$ cat src/rtl/fp_pkg.sv
// Shared types and constants for the single-precision reciprocal pipeline and its front end.
// Latency: n/a (types and constants only).
// Backpressure: n/a.
package fp_pkg;

    // Default depth of the reciprocal pipeline, valid-in to valid-out, in cycles.
    localparam int FP_RECIP_LAT = 16;

    // Rounding-mode encoding is owned by the pipeline; the arbiter only forwards it.
    typedef logic [2:0] fp_rm_t;

    // Result flags. MSB first: {overflow, underflow, inexact, invalid_operation}.
    typedef struct packed {
        logic overflow;
        logic underflow;
        logic inexact;
        logic invalid_operation;
    } fp_flags_t;

    // Width of a requester index. A single requester still needs a 1-bit id field.
    function automatic int fp_id_width(input int n);
        return (n > 1) ? $clog2(n) : 1;
    endfunction

endpackage

$ cat src/rtl/fp_recip_arbiter_if.sv
// Bundle of request, pipeline-issue, pipeline-return and response signals around the arbiter.
// Latency: n/a (wires only).
// Backpressure: req_* is valid/ready; pipeline and response sides have none.
//   master: the arbiter (drives req_ready, pipe issue bus, response bus, tag_error, busy)
//   slave : requesters + pipeline + response sink (drive req_*, pipe_*_out, pipe_flags)
interface fp_recip_arbiter_if #(
    parameter int N_REQ = 4
);
    import fp_pkg::*;

    localparam int ID_W = fp_id_width(N_REQ);

    // Requesters
    logic [N_REQ-1:0]         req_valid;
    logic [N_REQ-1:0][31:0]   req_data;
    logic [N_REQ-1:0][2:0]    req_rm;
    logic [N_REQ-1:0]         req_ready;

    // Issue bus towards the pipeline
    logic                     pipe_valid_in;
    logic [31:0]              pipe_in;
    fp_rm_t                   pipe_rounding_mode;

    // Return bus from the pipeline
    logic                     pipe_valid_out;
    logic [31:0]              pipe_out;
    fp_flags_t                pipe_flags;

    // Routed response
    logic                     resp_valid;
    logic [ID_W-1:0]          resp_id;
    logic [31:0]              resp_data;
    fp_flags_t                resp_flags;

    // Status
    logic                     tag_error;
    logic                     busy;

    modport master (
        input  req_valid, req_data, req_rm,
        input  pipe_valid_out, pipe_out, pipe_flags,
        output req_ready,
        output pipe_valid_in, pipe_in, pipe_rounding_mode,
        output resp_valid, resp_id, resp_data, resp_flags,
        output tag_error, busy
    );

    modport slave (
        output req_valid, req_data, req_rm,
        output pipe_valid_out, pipe_out, pipe_flags,
        input  req_ready,
        input  pipe_valid_in, pipe_in, pipe_rounding_mode,
        input  resp_valid, resp_id, resp_data, resp_flags,
        input  tag_error, busy
    );

endinterface

$ cat src/rtl/rr_arbiter.sv
// Combinational round-robin picker: first eligible index at or after ptr, wrapping.
// Latency: 0 cycles (pure combinational).
// Backpressure: none; grant is all-zero when nothing is eligible.
//   eligible [N]  : per-index request qualified by the caller
//   ptr      [PW] : index where the search starts (highest priority this cycle)
//   grant    [N]  : one-hot (or zero) winner
module rr_arbiter #(
    parameter int N  = 4,
    parameter int PW = (N > 1) ? $clog2(N) : 1
) (
    input  logic [N-1:0]  eligible,
    input  logic [PW-1:0] ptr,
    output logic [N-1:0]  grant
);

    int              idx;
    logic [PW-1:0]   sel;
    logic            found;

    // Walk N positions starting at ptr; the first eligible one wins. Wrapping is
    // done on an int so non-power-of-two N stays correct.
    always_comb begin
        grant = '0;
        found = 1'b0;
        idx   = 0;
        sel   = '0;
        for (int off = 0; off < N; off++) begin
            idx = int'(ptr) + off;
            if (idx >= N) begin
                idx = idx - N;
            end
            sel = PW'(idx);
            if (!found && eligible[sel]) begin
                grant[sel] = 1'b1;
                found      = 1'b1;
            end
        end
    end

endmodule

$ cat src/rtl/fp_recip_arbiter.sv
// Shares one fixed-latency reciprocal pipeline among N_REQ requesters; routes results back by tag.
// Latency: request transfer to resp_valid is LAT+2 cycles (registered issue + registered response).
// Backpressure: per-requester credit (MAX_OUT in flight) gates req_ready; responses cannot be stalled.
//   clk, rst_n : clock, asynchronous active-low reset (shared with the pipeline)
//   bus        : fp_recip_arbiter_if.master -- req_*, pipe_* issue/return, resp_*, tag_error, busy
module fp_recip_arbiter
    import fp_pkg::*;
#(
    parameter int N_REQ   = 4,
    parameter int LAT     = FP_RECIP_LAT,
    parameter int MAX_OUT = 4
) (
    input  logic               clk,
    input  logic               rst_n,
    fp_recip_arbiter_if.master bus
);

    localparam int ID_W  = fp_id_width(N_REQ);
    localparam int CNT_W = $clog2(MAX_OUT + 1);

    // Tag travelling alongside each operation inside the pipeline.
    typedef struct packed {
        logic            vld;
        logic [ID_W-1:0] id;
    } tag_t;

    // ------------------------------------------------------------------
    // Grant
    // ------------------------------------------------------------------
    logic [N_REQ-1:0] eligible;
    logic [N_REQ-1:0] grant;
    logic [N_REQ-1:0] req_ready;
    logic             xfer;
    logic [ID_W-1:0]  xfer_id;

    logic [ID_W-1:0]  rr_ptr_q,        rr_ptr_d;
    logic             pipe_valid_in_q, pipe_valid_in_d;
    logic [31:0]      pipe_in_q,       pipe_in_d;
    fp_rm_t           pipe_rm_q,       pipe_rm_d;
    logic [ID_W-1:0]  issue_id_q,      issue_id_d;

    tag_t             tag_q [LAT];
    tag_t             tag_d [LAT];
    tag_t             tail;

    logic             resp_valid_q,    resp_valid_d;
    logic [ID_W-1:0]  resp_id_q,       resp_id_d;
    logic [31:0]      resp_data_q,     resp_data_d;
    fp_flags_t        resp_flags_q,    resp_flags_d;
    logic             tag_error_q,     tag_error_d;

    logic [CNT_W-1:0] cnt_q [N_REQ];
    logic [CNT_W-1:0] cnt_d [N_REQ];
    logic [N_REQ-1:0] cnt_inc;
    logic [N_REQ-1:0] cnt_dec;
    logic             cnt_underflow;
    logic             busy;

    always_comb begin
        for (int i = 0; i < N_REQ; i++) begin
            eligible[i] = bus.req_valid[i] && (cnt_q[i] < CNT_W'(MAX_OUT));
        end
    end

    rr_arbiter #(
        .N  (N_REQ),
        .PW (ID_W)
    ) u_rr_arbiter (
        .eligible (eligible),
        .ptr      (rr_ptr_q),
        .grant    (grant)
    );

    // Ready is forced low while reset is held, since counters at zero would
    // otherwise make every valid requester look eligible.
    always_comb begin
        req_ready = rst_n ? grant : '0;
        xfer      = |req_ready;
        xfer_id   = '0;
        for (int i = 0; i < N_REQ; i++) begin
            if (req_ready[i]) begin
                xfer_id = ID_W'(i);
            end
        end
    end

    // ------------------------------------------------------------------
    // Pointer and issue stage
    // ------------------------------------------------------------------
    always_comb begin
        rr_ptr_d        = rr_ptr_q;
        pipe_valid_in_d = xfer;
        pipe_in_d       = pipe_in_q;
        pipe_rm_d       = pipe_rm_q;
        issue_id_d      = issue_id_q;
        if (xfer) begin
            rr_ptr_d   = (int'(xfer_id) == N_REQ - 1) ? '0 : xfer_id + ID_W'(1);
            pipe_in_d  = bus.req_data[xfer_id];
            pipe_rm_d  = bus.req_rm[xfer_id];
            issue_id_d = xfer_id;
        end
    end

    // ------------------------------------------------------------------
    // Tag shift register. Entry 0 is loaded from the issue register, so the
    // tail (entry LAT-1) lines up with the cycle the pipeline raises valid_out.
    // ------------------------------------------------------------------
    always_comb begin
        tag_d[0].vld = pipe_valid_in_q;
        tag_d[0].id  = issue_id_q;
        for (int k = 1; k < LAT; k++) begin
            tag_d[k] = tag_q[k-1];
        end
        tail = tag_q[LAT-1];
    end

    // ------------------------------------------------------------------
    // Response stage. An untagged pipeline result is dropped; a tagged slot
    // with no pipeline result is simply lost. Either way the mismatch is
    // recorded in the sticky error.
    // ------------------------------------------------------------------
    always_comb begin
        resp_valid_d = bus.pipe_valid_out && tail.vld;
        resp_id_d    = resp_id_q;
        resp_data_d  = resp_data_q;
        resp_flags_d = resp_flags_q;
        if (resp_valid_d) begin
            resp_id_d    = tail.id;
            resp_data_d  = bus.pipe_out;
            resp_flags_d = bus.pipe_flags;
        end
    end

    // ------------------------------------------------------------------
    // Per-requester in-flight counters. Increment is already bounded by the
    // eligibility check, so only the decrement side needs a guard.
    // ------------------------------------------------------------------
    always_comb begin
        for (int i = 0; i < N_REQ; i++) begin
            cnt_inc[i] = xfer && (xfer_id == ID_W'(i));
            cnt_dec[i] = resp_valid_q && (resp_id_q == ID_W'(i));
        end
    end

    always_comb begin
        cnt_underflow = 1'b0;
        for (int i = 0; i < N_REQ; i++) begin
            cnt_d[i] = cnt_q[i];
            if (cnt_inc[i] && !cnt_dec[i]) begin
                cnt_d[i] = cnt_q[i] + CNT_W'(1);
            end else if (cnt_dec[i] && !cnt_inc[i]) begin
                if (cnt_q[i] == '0) begin
                    cnt_underflow = 1'b1;
                end else begin
                    cnt_d[i] = cnt_q[i] - CNT_W'(1);
                end
            end
        end
    end

    always_comb begin
        tag_error_d = tag_error_q
                    | (bus.pipe_valid_out != tail.vld)
                    | cnt_underflow;
    end

    always_comb begin
        busy = 1'b0;
        for (int i = 0; i < N_REQ; i++) begin
            busy = busy | (cnt_q[i] != '0);
        end
    end

    // ------------------------------------------------------------------
    // State
    // ------------------------------------------------------------------
    always_ff @(posedge clk or negedge rst_n) begin
        if (!rst_n) begin
            rr_ptr_q        <= '0;
            pipe_valid_in_q <= 1'b0;
            pipe_in_q       <= '0;
            pipe_rm_q       <= '0;
            issue_id_q      <= '0;
            resp_valid_q    <= 1'b0;
            resp_id_q       <= '0;
            resp_data_q     <= '0;
            resp_flags_q    <= '0;
            tag_error_q     <= 1'b0;
            for (int k = 0; k < LAT; k++) begin
                tag_q[k] <= '0;
            end
            for (int i = 0; i < N_REQ; i++) begin
                cnt_q[i] <= '0;
            end
        end else begin
            rr_ptr_q        <= rr_ptr_d;
            pipe_valid_in_q <= pipe_valid_in_d;
            pipe_in_q       <= pipe_in_d;
            pipe_rm_q       <= pipe_rm_d;
            issue_id_q      <= issue_id_d;
            resp_valid_q    <= resp_valid_d;
            resp_id_q       <= resp_id_d;
            resp_data_q     <= resp_data_d;
            resp_flags_q    <= resp_flags_d;
            tag_error_q     <= tag_error_d;
            for (int k = 0; k < LAT; k++) begin
                tag_q[k] <= tag_d[k];
            end
            for (int i = 0; i < N_REQ; i++) begin
                cnt_q[i] <= cnt_d[i];
            end
        end
    end

    // ------------------------------------------------------------------
    // Outputs
    // ------------------------------------------------------------------
    assign bus.req_ready          = req_ready;
    assign bus.pipe_valid_in      = pipe_valid_in_q;
    assign bus.pipe_in            = pipe_in_q;
    assign bus.pipe_rounding_mode = pipe_rm_q;
    assign bus.resp_valid         = resp_valid_q;
    assign bus.resp_id            = resp_id_q;
    assign bus.resp_data          = resp_data_q;
    assign bus.resp_flags         = resp_flags_q;
    assign bus.tag_error          = tag_error_q;
    assign bus.busy               = busy;

endmodule

$ cat src/flat_wrapper.sv
// flat-port wrapper written by rule: the top's interface ports become plain ports
module fp_recip_arbiter_flat import fp_pkg::*;
#(
    parameter int N_REQ   = 4,
    parameter int LAT     = FP_RECIP_LAT,
    parameter int MAX_OUT = 4
)
  (clk, rst_n, bus_req_valid, bus_req_data, bus_req_rm, bus_pipe_valid_out, bus_pipe_out, bus_pipe_flags, bus_req_ready, bus_pipe_valid_in, bus_pipe_in, bus_pipe_rounding_mode, bus_resp_valid, bus_resp_id, bus_resp_data, bus_resp_flags, bus_tag_error, bus_busy);
  fp_recip_arbiter_if #(.N_REQ(N_REQ)) bus_i ();
  input  logic clk;
  input  logic rst_n;
  input wire logic [$bits(bus_i.req_valid)-1:0] bus_req_valid;
  input wire logic [$bits(bus_i.req_data)-1:0] bus_req_data;
  input wire logic [$bits(bus_i.req_rm)-1:0] bus_req_rm;
  input wire logic [$bits(bus_i.pipe_valid_out)-1:0] bus_pipe_valid_out;
  input wire logic [$bits(bus_i.pipe_out)-1:0] bus_pipe_out;
  input wire logic [$bits(bus_i.pipe_flags)-1:0] bus_pipe_flags;
  output wire logic [$bits(bus_i.req_ready)-1:0] bus_req_ready;
  output wire logic [$bits(bus_i.pipe_valid_in)-1:0] bus_pipe_valid_in;
  output wire logic [$bits(bus_i.pipe_in)-1:0] bus_pipe_in;
  output wire logic [$bits(bus_i.pipe_rounding_mode)-1:0] bus_pipe_rounding_mode;
  output wire logic [$bits(bus_i.resp_valid)-1:0] bus_resp_valid;
  output wire logic [$bits(bus_i.resp_id)-1:0] bus_resp_id;
  output wire logic [$bits(bus_i.resp_data)-1:0] bus_resp_data;
  output wire logic [$bits(bus_i.resp_flags)-1:0] bus_resp_flags;
  output wire logic [$bits(bus_i.tag_error)-1:0] bus_tag_error;
  output wire logic [$bits(bus_i.busy)-1:0] bus_busy;
  assign bus_i.req_valid = bus_req_valid;
  assign bus_i.req_data = bus_req_data;
  assign bus_i.req_rm = bus_req_rm;
  assign bus_i.pipe_valid_out = bus_pipe_valid_out;
  assign bus_i.pipe_out = bus_pipe_out;
  assign bus_i.pipe_flags = bus_pipe_flags;
  assign bus_req_ready = bus_i.req_ready;
  assign bus_pipe_valid_in = bus_i.pipe_valid_in;
  assign bus_pipe_in = bus_i.pipe_in;
  assign bus_pipe_rounding_mode = bus_i.pipe_rounding_mode;
  assign bus_resp_valid = bus_i.resp_valid;
  assign bus_resp_id = bus_i.resp_id;
  assign bus_resp_data = bus_i.resp_data;
  assign bus_resp_flags = bus_i.resp_flags;
  assign bus_tag_error = bus_i.tag_error;
  assign bus_busy = bus_i.busy;
  fp_recip_arbiter #(.N_REQ(N_REQ), .LAT(LAT), .MAX_OUT(MAX_OUT)) u_core (.clk(clk), .rst_n(rst_n), .bus(bus_i));
endmodule
$ cat config.mk
export PLATFORM = sky130hd
export DESIGN_NAME = fp_recip_arbiter_flat
export DESIGN_NICKNAME = d
export VERILOG_FILES = /design/src/rtl/fp_pkg.sv /design/src/rtl/fp_recip_arbiter_if.sv /design/src/rtl/rr_arbiter.sv /design/src/rtl/fp_recip_arbiter.sv /design/src/flat_wrapper.sv
export SDC_FILE = /design/constraint.sdc
export NUM_CORES = 1
export LEC_CHECK = 0
export CAP_MARGIN = 20
export CORE_MARGIN = 2
export CORE_UTILIZATION = 48
export DETAILED_ROUTE_END_ITERATION = 8
export HOLD_SLACK_MARGIN = 0.03
export PLACE_DENSITY = 0.86
export SYNTH_ARGS = -nofsm -noshare
export SYNTH_HDL_FRONTEND = slang
export SYNTH_SLANG_ARGS = --single-unit
$ cat constraint.sdc
create_clock -name clk -period 6.7 [get_ports clk]
set_input_delay 1.005 -clock clk [delete_from_list [all_inputs] [get_ports clk]]
set_output_delay 1.005 -clock clk [all_outputs]
set_load 0.02 [all_outputs]
==> reports/metrics.cfg <==
[die]
die-area_mm2=0.0153
die_y_um=124
io_pins=264
initial_utilization=0.495
core_area_mm2=0.0139
rows=43
dieWidth_um=124

[global_routing]
grt_pass1_wl_um=31500
grt_util_all_layers=0.272
grt_max_degree=83
antenna_found_initial=0
grt_pass1_vias=6331
overflow=0

[sta]
clock_skew_ps=12.9
rsz0062_at_grt=no
finalSetupViolCount=0
setup-tns-final_ps=0
min_period_over_period=0.820
period_needed_ps=5490
final_hold_viol_count=0
slew_violations=0
slew_headroom=0.266
whs_ps=346
fmax_mhz=182
worst_pin_slew_ps=1100

[critical_path]
critPathKind=primary input to flop
worstPathCellList=clkdlybuf4s50_1, nand2b_1, or3_1, a2111oi_2, o21ai_0, o2111a_2, a21o_4, inv_4, ha_1, nor2b_1, ha_1, inv_1, fa_1, a211oi_1, a21oi_1, a21o_1
cpMostUsedCell=ha_1
worst_setup_path_end_kind=flop
slowest_delay_ps=500
startpoint_type=primary input
crit_fanout=38
cp_slowest_cell=a21o_4
crit_required_ps=7000
critical_path_arrival_ps=5790

[clock_network]
cts_buffers=17
cts_resized=0
root_buffer=clkbuf_16
cts_tree=done
clk_pin_slew_ps=70
insertion_delay_ps=420
cts_setup_buffers=0
clock_sinks=140
clockBufferDepth=2
htreeDepth=4
hold_buffers=0

[logic_synthesis]
syn_nets=812
synth.area.top_cells=dfrtp_1 (51%), a211oi_1 (6.7%), mux2_2 (6.7%)
synth_area_per_cell_um2=11.4
ys_seq_area_frac=0.508
synth-async-reset-ratio=1.00
synth_seq_cells=140
ys_warn_count=0
syn-cell-area_mm2=0.00690
synth_edf_count=0
yosysTopAreaCell=dfrtp_1
synthCells=605
synthDistinctLibCells=48
yosysTopAreaCellShare=0.508
ys.flop_type=dfrtp_1

[detailed_routing]
via_per_inst=5.75
wl_um=20400
drtPass1Iterations=5
drt_drc_violations_left=0
drt_iter0_drc=440
vias=5999
ant_nets=0
wl_per_cell_um=19.5

[layout]
antenna_cells=0
fin_util=0.728
multi_input_area_mm2=0.00294
fill_cells=966
postLayoutCellArea_mm2=0.0101
nNetsFinal=1057
seqCellArea_mm2=0.00350
area_delta_synth_final_pct=47.1
drive_gt1_frac=0.137

[pwr]
power_leakage_nw=4.15
ir_drop_mv=0.282
finalPower_mw=5.13
p_per_area_mw_per_mm2=505

[placement]
place_area_mm2=0.00957
io_buffers=263
dp_hpwl_um=14500
gp_congestion=0.919

[job]
cap_violations=0

[outcome]
status=finished clean

[worst_hold_path]
hold_path.class=flop to flop

[through the flow]
stage | setup slack, ps | cells
floorplan | 2210 | 605
global placement | 1130 | 1011
detailed placement | 822 | 1011
CTS | 1250 | 1043
global route | 838 | 1043
finish | 1210 | 1043
[power breakdown]
group / internal, mW / switching, mW
combinational: 1.13 / 1.57
sequential: 1.26 / 0.251
clock: 0.523 / 0.387
total: 2.92 / 2.21
[final timing paths]
kind                                       endpoint          startpoint  depth (start not counted)  slack, ps
min in group asynchronous  u_core.bus.resp_data[17]               rst_n                          1        630
setup / recovery                   u_core.cnt_q[11]    bus_req_valid[2]                         16       1210
hold / removal                      u_core.tag_d[8]    u_core.tag_d[11]                          0        350
hold reg to reg                     u_core.tag_d[8]    u_core.tag_d[11]                          0        350
setup reg to reg                   u_core.cnt_q[11]  u_core.rr_ptr_q[0]                         16       1220
max in group asynchronous          u_core.tag_d[43]               rst_n                          2       4770
[cells in the mapped netlist, types with 8 or more instances]
library cell / instances
o31ai_2: 8
ha_1: 20
o31ai_1: 27
inv_1: 51
buf_4: 9
buf_2: 18
nand2_1: 52
a211oi_2: 10
nor2_1: 17
o32ai_1: 35
mux2_2: 41
clkbuf_1: 10
nand3_1: 11
nor3_1: 11
buf_6: 8
dfrtp_1: 140
a211oi_1: 62
[state kept, by name (all words and copies together) (netlist names), 3 cells and up]
signal,count
u_core.bus.pipe_in,32
u_core.tag_q,3
u_core.bus.resp_flags,4
u_core.tag_d,45
u_core.cnt_q,12
u_core.bus.pipe_rounding_mode,3
u_core.bus.resp_data,32
[worst max-delay path, delay by kind of cell]
family	cells	cell delay [ps]
compound gates	7	2080
fa+ha+maj	3	950
buf+inv	3	1020
simple gates	3	700
[cell families (layout without fill, tap and decap cells)]
family                   after synthesis  in the layout  share of synthesized area
flip-flops                           140            140                      0.508
adder cells (fa/ha/maj)               24             24                     0.0479
AND/OR/NAND/NOR                      118            118                     0.0791
buffers and inverters                100            358                     0.0717
multiplexers                          44             44                     0.0749
AO/OA/AOI/OAI                        178            178                      0.217
XOR/XNOR                               1              1                    0.00127
[final cells by class]
cell class	instances	share of cell area
Sequential cell	140	0.345
Multi-Input combinational cell	365	0.290
Clock inverter	15	0.0148
Tap cell	180	0.0222
Clock buffer	17	0.0419
Timing Repair Buffer	271	0.265
Inverter	55	0.0206
[layer usage]
layer,GRT usage,share of wire
met2,0.476,0.50
met5,0,0
met4,0.111,0.024
met1,0.313,0.38
met3,0.0774,0.090
[cells in the final DEF, fill, tap and decap left out, types with 20 or more instances in the layout]
cell and n:
inv_1 51, o31ai_1 27, o32ai_1 35, dfrtp_1 140, a211oi_1 62, ha_1 20
mux2_2 41, clkdlybuf4s50_1 262, nand2_1 52
Note: power is estimated with default switching activity, not from simulation.
